[src/rtl/elastic_pipe_pkg.sv]
// -----------------------------------------------------------------------------
// elastic_pipe_pkg
// Shared definitions for the elastic pipeline register slice.
//
// Contents:
//   DWIDTH_DEFAULT  default bits per lane word (signed fixed-point)
//   LANES_DEFAULT   default number of parallel lanes per stage
//   DEPTH_MAX       largest supported number of stages
//   lane_t          one signed lane word at the default width
//   occ_width()     width of a counter that can hold 0..depth
// -----------------------------------------------------------------------------
package elastic_pipe_pkg;

   localparam int DWIDTH_DEFAULT = 32;
   localparam int LANES_DEFAULT  = 4;
   localparam int DEPTH_MAX      = 16;

   typedef logic signed [DWIDTH_DEFAULT-1:0] lane_t;

   // A count of valid stages ranges over 0..depth inclusive.
   function automatic int occ_width(input int depth);
      return $clog2(depth + 1);
   endfunction

endpackage

[src/rtl/elastic_pipe_reg_pipe_stage.sv]
// -----------------------------------------------------------------------------
// pipe_stage
// One stage of the elastic pipeline: a valid bit plus a LANES*DWIDTH data word.
//
// Ports:
//   clk     in   rising-edge clock
//   reset   in   synchronous, active-high; clears valid and data
//   clear   in   flush request; clears valid, overrides load
//   load    in   capture d_in and mark the stage valid
//   hold    in   stage is occupied and cannot move; keep valid and data
//   d_in    in   W-bit word from the upstream stage (or the block input)
//   v       out  stage valid
//   d       out  stage data word
//
// When neither load nor hold is set the stage is either empty or has just
// handed its word downstream, so valid falls and the data register keeps its
// old (now don't-care) contents.
// -----------------------------------------------------------------------------
module pipe_stage #(
   parameter int W = 128
) (
   input  logic         clk,
   input  logic         reset,
   input  logic         clear,
   input  logic         load,
   input  logic         hold,
   input  logic [W-1:0] d_in,
   output logic         v,
   output logic [W-1:0] d
);

   always_ff @(posedge clk) begin
      if (reset) begin
         v <= 1'b0;
         d <= '0;
      end else begin
         if (clear) begin
            v <= 1'b0;
         end else if (load) begin
            v <= 1'b1;
         end else if (!hold) begin
            v <= 1'b0;
         end

         // Data only moves on a real load; a flushed load is discarded.
         if (load && !clear) begin
            d <= d_in;
         end
      end
   end

endmodule

[src/rtl/elastic_pipe_reg.sv]
// -----------------------------------------------------------------------------
// elastic_pipe_reg
// Multi-lane elastic pipeline register with valid/ready backpressure and
// bubble collapse. DEPTH stages each carry LANES signed DWIDTH-bit words that
// always advance together; data is never modified and lanes never mix.
//
// Parameters:
//   DWIDTH  bits per lane word
//   LANES   lanes per stage
//   DEPTH   number of stages, 1..DEPTH_MAX
//
// Ports:
//   clk        in   rising-edge clock
//   reset      in   synchronous, active-high reset
//   flush      in   synchronous clear of all stage valids
//   in_valid   in   upstream word-set valid
//   in_ready   out  block accepts a word-set this cycle
//   in_data    in   lane k = in_data[k*DWIDTH +: DWIDTH]
//   out_valid  out  last stage holds valid data
//   out_ready  in   downstream accepts this cycle
//   out_data   out  last stage contents, same lane packing
//   occupancy  out  registered count of valid stages
//                   (only when ELASTIC_PIPE_OCC_EN is defined)
//
// Optional feature macro: ELASTIC_PIPE_OCC_EN adds the occupancy counter and
// port. Without it the block is otherwise identical.
//
// The ready chain is purely combinational from out_ready back to in_ready,
// so a full pipe with out_ready=1 shifts and accepts in the same cycle.
// -----------------------------------------------------------------------------
module elastic_pipe_reg
   import elastic_pipe_pkg::*;
#(
   parameter int DWIDTH = DWIDTH_DEFAULT,
   parameter int LANES  = LANES_DEFAULT,
   parameter int DEPTH  = 3
) (
   input  logic                      clk,
   input  logic                      reset,
   input  logic                      flush,
   input  logic                      in_valid,
   output logic                      in_ready,
   input  logic [LANES*DWIDTH-1:0]   in_data,
   output logic                      out_valid,
   input  logic                      out_ready,
   output logic [LANES*DWIDTH-1:0]   out_data
`ifdef ELASTIC_PIPE_OCC_EN
   ,
   output logic [occ_width(DEPTH)-1:0] occupancy
`endif
);

   localparam int W = LANES * DWIDTH;

   logic [DEPTH-1:0] v;      // stage valids
   logic [DEPTH-1:0] adv;    // stage hands its word downstream this cycle
   logic [DEPTH-1:0] free;   // stage can take a new word this cycle
   logic [DEPTH-1:0] load;   // stage captures a word this cycle
   logic [DEPTH-1:0] hold;   // stage is stalled with valid data
   logic [W-1:0]     d [DEPTH];
   logic             accept;

   // Walk from the tail toward the head so each stage sees the freshly
   // computed free of its successor. An empty stage is always free, which is
   // what lets a bubble collapse behind a stalled tail.
   always_comb begin
      adv  = '0;
      free = '0;
      for (int i = DEPTH - 1; i >= 0; i--) begin
         if (i == DEPTH - 1) begin
            adv[i] = v[i] & out_ready;
         end else begin
            adv[i] = v[i] & free[i+1];
         end
         free[i] = ~v[i] | adv[i];
      end
   end

   assign in_ready = free[0] & ~flush & ~reset;
   assign accept   = in_valid & in_ready;

   // Stage array: stage 0 takes the block input, stage i takes stage i-1.
   for (genvar i = 0; i < DEPTH; i++) begin : g_stage
      if (i == 0) begin : g_head
         assign load[i] = accept;
         pipe_stage #(
            .W (W)
         ) u_stage (
            .clk   (clk),
            .reset (reset),
            .clear (flush),
            .load  (load[i]),
            .hold  (hold[i]),
            .d_in  (in_data),
            .v     (v[i]),
            .d     (d[i])
         );
      end else begin : g_body
         assign load[i] = adv[i-1];
         pipe_stage #(
            .W (W)
         ) u_stage (
            .clk   (clk),
            .reset (reset),
            .clear (flush),
            .load  (load[i]),
            .hold  (hold[i]),
            .d_in  (d[i-1]),
            .v     (v[i]),
            .d     (d[i])
         );
      end
      assign hold[i] = ~free[i];
   end

   assign out_valid = v[DEPTH-1];
   assign out_data  = d[DEPTH-1];

`ifdef ELASTIC_PIPE_OCC_EN
   localparam int OW = occ_width(DEPTH);

   logic emit;
   assign emit = adv[DEPTH-1];

   // Accept and emit in the same cycle cancel, so the count only ever steps
   // by one. Flush empties every stage, so the count returns to zero.
   always_ff @(posedge clk) begin
      if (reset || flush) begin
         occupancy <= '0;
      end else if (accept && !emit) begin
         occupancy <= occupancy + OW'(1);
      end else if (!accept && emit) begin
         occupancy <= occupancy - OW'(1);
      end
   end
`endif

endmodule
[config.mk]
export PLATFORM = sky130hd
export DESIGN_NAME = elastic_pipe_reg
export DESIGN_NICKNAME = d
export VERILOG_FILES = /design/src/rtl/elastic_pipe_pkg.sv /design/src/rtl/elastic_pipe_reg_pipe_stage.sv /design/src/rtl/elastic_pipe_reg.sv
export SDC_FILE = /design/constraint.sdc
export NUM_CORES = 1
export LEC_CHECK = 0
export CORE_MARGIN = 3
export CORE_UTILIZATION = 41
export CTS_CLUSTER_SIZE = 25
export DETAILED_ROUTE_END_ITERATION = 7
export GPL_TIMING_DRIVEN = 1
export HOLD_SLACK_MARGIN = 0.12
export PLACE_DENSITY = 0.66
export SLEW_MARGIN = 0
export SYNTH_ARGS = -nofsm -noshare
export SYNTH_HDL_FRONTEND = slang
export SYNTH_SLANG_ARGS = --single-unit
[constraint.sdc]
create_clock -name clk -period 1.3 [get_ports clk]
set_clock_uncertainty 0.1 [all_clocks]
set_input_delay 0.195 -clock clk [delete_from_list [all_inputs] [get_ports clk]]
set_output_delay 0.195 -clock clk [all_outputs]
set_load 0.05 [all_outputs]
==> results.md <==
| Stage | Metric | Reported |
|:---|:---|:---|
| synth | Avg Cell Area, Syn | 9.59 um2 |
| clock network | TritonCTS clock tree | done |
| setup path | Crit path largest cell delay | 0.36 ns |
| detailed routing | Detailed router's first-iteration violation count | 683 |
| floorplan | Chip width | 204 um |
| clock network | Number of buffers created by CTS | 41 |
| sta | Fin. max-slew vios | 0 |
| sta | Worst hold slack | 0.128 ns |
| sta | Actual transition at the worst max-transition pin | 0.424 ns |
| placement | Port buffer count | 262 |
| sta | RSZ-0062 raised after global routing | yes |
| sta | Final number of setup-violating endpoints | 513 |
| outcome | Outcome | finished with violations |
| pwr | Highest ir drop seen on vdd | 733 uV |
| clock network | Clock sinks | 387 |
| sta | Final critical-path required period | 1.78 ns |
| synth | Number of instances in the synthesized netlist | 1681 |
| detailed routing | Number of remaining DRC errors | 0 |
| floorplan | Vertical die dimension | 204 um |
| worst hold path | Instance count along the most critical hold path | 3 |
| sta | Maximum operating frequency | 563 MHz |
| synth | Post-Syn Nets | 1814 |
| setup path | Critical path buffer and inverter count | 5 |
| worst hold path | Hold WC Path Type | input port to flip-flop |
| setup path | Endpoint class of the critical path | flip-flop |
| grt | First-pass GRT wire length | 75.7 mm |
| setup path | Setup Crit Path Kind | flip-flop to flip-flop |
| setup path | Startpoint type of the worst setup path | flip-flop |
| layout | Final Net Count | 2161 |
| sta | Final Hold Fails | 0 |
| floorplan | Die footprint | 0.0417 mm2 |
| floorplan | Initial core utilization | 42.2% |
| setup path | Cell with the largest stage delay on the worst path | dfxtp_4 |
| clock network | Clock root buffer | clkbuf_16 |
| placement | Placer's final routability congestion estimate | 0.771 |
| pwr | Power after layout | 26.1 mW |
| layout | Total area of multi-input combinational cells | 0.00769 mm2 |
| grt | Grt total ovfl | 0 |
| synth | Unique cell type count in the Yosys netlist | 23 |
| setup path | Top Family by Delay on Critical Path | buffers and inverters |
| layout | Area growth from synthesis to layout | 64.9% |
| layout | Fin cells | 2562 |
| setup path | Cells along the critical path | nand2b_4 > buf_4 > o211ai_4 > buf_6 > buf_12 > buf_6 > buf_16 > mux2i_1 |
| grt | Total global routing track utilization | 23.1% |
| outcome | Violations in the final reports | negative setup slack |
| setup path | Worst-path fanout max | 6 |
| synth | Cell Area, Synth | 0.0161 mm2 |
| placement | Placed cell area | 0.0201 mm2 |
| placement | Post-detailed-placement half-perimeter wirelength | 26.9 mm |
| detailed routing | Number of detailed-routing iterations run before antenna repair | 5 |
| sta | Worst slew slack as a fraction of its limit | 71.7% |
| sta | Final setup margin | -0.478 ns |
| setup path | Stages on the worst setup path | 8 |
| layout | Final std cell area, no fill | 0.0266 mm2 |
| grt | Antenna violations before repair | 0 |
| layout | Register Area | 0.00807 mm2 |
| layout | Share of layout cells above drive strength 1 | 40.1% |
| grt | Number of global-route vias before repair | 13.4k |
| job | Max-Cap Viols | 0 |
| detailed routing | Routed Antenna Nets | 0 |
| synth | Number of synthesized register bits | 387 |
| placement | Post-placement cell count | 2285 |
| layout | Antenna diode count | 0 |
| floorplan | Io pins | 263 |
| detailed routing | Via count | 13.2k |
| pwr | Power Dens Cells | 981 mW/mm2 |
| detailed routing | Routed length per instance | 21.6 um |
| clock network | Number of H-tree levels | 2 |
| layout | Filler cell count in the final layout | 2510 |
| setup path | Crit-path most repeated cell | buf_6 |
| setup path | Reg2reg path depth | 8 |
| detailed routing | Vias/cell | 5.14 |
| sta | Setup TNS | -125.65 ns |
| setup path | Data arrival time of the critical path | 2.12 ns |
| clock network | Insertion delay to the later sink of the worst-skew pair | 0.53 ns |
| synth | Count of synthesis-stage warnings from yosys | 0 |
| synth | Sequential-to-total area share from yosys stat | 48.1% |
| setup path | Worst Path Required | 1.64 ns |
| clock network | Largest buffer count on any clock path | 3 |
| floorplan | Core region area | 0.0382 mm2 |
| clock network | Clock slew at reported path FFs | 0.06 ns |
| grt | Pin count of the biggest net entering global routing | 105 |
| pwr | Reported leakage power | 10.5 nW |
| sta | Final Cycle Share | 137% |
| floorplan | Standard-cell row count | 71 |
| detailed routing | Total routed wirelength | 55.2 mm |
==> where the power goes <==
group / switching (mW) / internal (mW) / total [mW]
combinational: 0.884 / 1.22 / 2.10
clock: 4.76 / 7.13 / 11.9
sequential: 0.0894 / 12.0 / 12.1
total: 5.73 / 20.3 / 26.1
==> worst paths after layout <==
kind | startpoint | end | slack [ns]
max reg2reg | g_stage[2].g_body.u_stage.v | g_stage[0].g_head.u_stage.d[40] | -0.48
min reg2reg | g_stage[1].g_body.u_stage.d[18] | g_stage[2].g_body.u_stage.d[18] | 0.36
min | in_data[122] | g_stage[0].g_head.u_stage.d[122] | 0.13
max | g_stage[2].g_body.u_stage.v | g_stage[0].g_head.u_stage.d[40] | -0.48
==> logic make-up (layout without fill, tap and decap cells) <==
kind of cell	count (synthesis)	count (layout)	synth area share, %
simple gates	393	394	14.3
flops	387	387	48.1
buf+inv	383	752	13.5
compound gates	262	262	8.25
mux	256	256	15.9
==> tightest hold or removal path, stage by stage <==
cell             delay, ns
clkdlybuf4s50_1       0.41
inv_1                 0.05
mux2i_1               0.05
==> timing repair <==
action	4_1_cts	5_1_grt
gates resized for setup	273	508
endpoints found under the setup margin	508	517
setup buffers	56	64
cloned	46	25
hold buffers	54	1
pin swaps	40	127
endpoints found under the hold margin	91	2
==> sequential cells by signal, indices dropped and copies added, names as in the netlist <==
name,count
g_stage.g_head.u_stage.v,1
g_stage.g_body.u_stage.d,256
g_stage.g_body.u_stage.v,2
g_stage.g_head.u_stage.d,128
==> cell type report <==
class,instances,area share (%)
Timing Repair Buffer,558,31.4
Sequential cell,387,30.4
Multi-Input combinational cell,912,28.9
Clock buffer,51,4.27
Tap cell,511,2.41
Inverter,128,1.81
Clock inverter,15,0.777
==> Yosys cell counts <==
library cell | instances | area share (%)
dfxtp_1 | 387 | 48
nand2b_1 | 259 | 10
mux2i_1 | 256 | 16
a21oi_1 | 129 | 4.0
buf_4 | 129 | 6.0
inv_1 | 128 | 3.0
nand3_1 | 128 | 4.0
o21ai_0 | 125 | 3.9
clkbuf_1 | 60 | 1.4
buf_2 | 34 | 1.1
buf_6 | 28 | 2.0
buf_1 | 3 | 0.070
o21ai_1 | 3 | 0.093
nor3_1 | 2 | 0.062
o21a_1 | 2 | 0.093
a21oi_2 | 1 | 0.054
a31oi_1 | 1 | 0.039
clkbuf_2 | 1 | 0.031
nand2_1 | 1 | 0.023
nor2_2 | 1 | 0.039
nor2b_1 | 1 | 0.039
nor2b_4 | 1 | 0.085
o211ai_2 | 1 | 0.078
==> metal layers <==
metal / wire length [um] / vias to the layer above / GRT usage, %
met5: 0 / - / 0
met4: 2580 / 0 / 9.93
met3: 2890 / 168 / 4.38
met2: 28100 / 454 / 40.1
met1: 21700 / 6396 / 27.8
li1: - / 6159 / -
==> layout by cell type (no fill, tap or decap), types with 42 or more instances in the layout <==
cell,synthesis,layout
clkdlybuf4s50_1,0,130
buf_4,129,72
dfxtp_1,387,256
o21ai_2,0,68
nand3_1,128,42
buf_12,0,185
dfxtp_4,0,64
a21oi_2,1,70
nand3_2,0,50
a21oi_1,129,59
dfxtp_2,0,67
nand2b_1,259,257
dlygate4sd3_1,0,55
inv_1,128,128
mux2i_1,256,246
clkbuf_16,0,62
==> metrics by stage <==
step / utilization, % / worst slack [ns]
floorplan: - / -0.192
global placement: 52.7 / -0.539
detailed placement: 52.7 / -0.556
CTS: 64.4 / -0.415
global route: 69.6 / -0.502
finish: 69.6 / -0.478
Note: power is estimated with default switching activity, not from simulation.
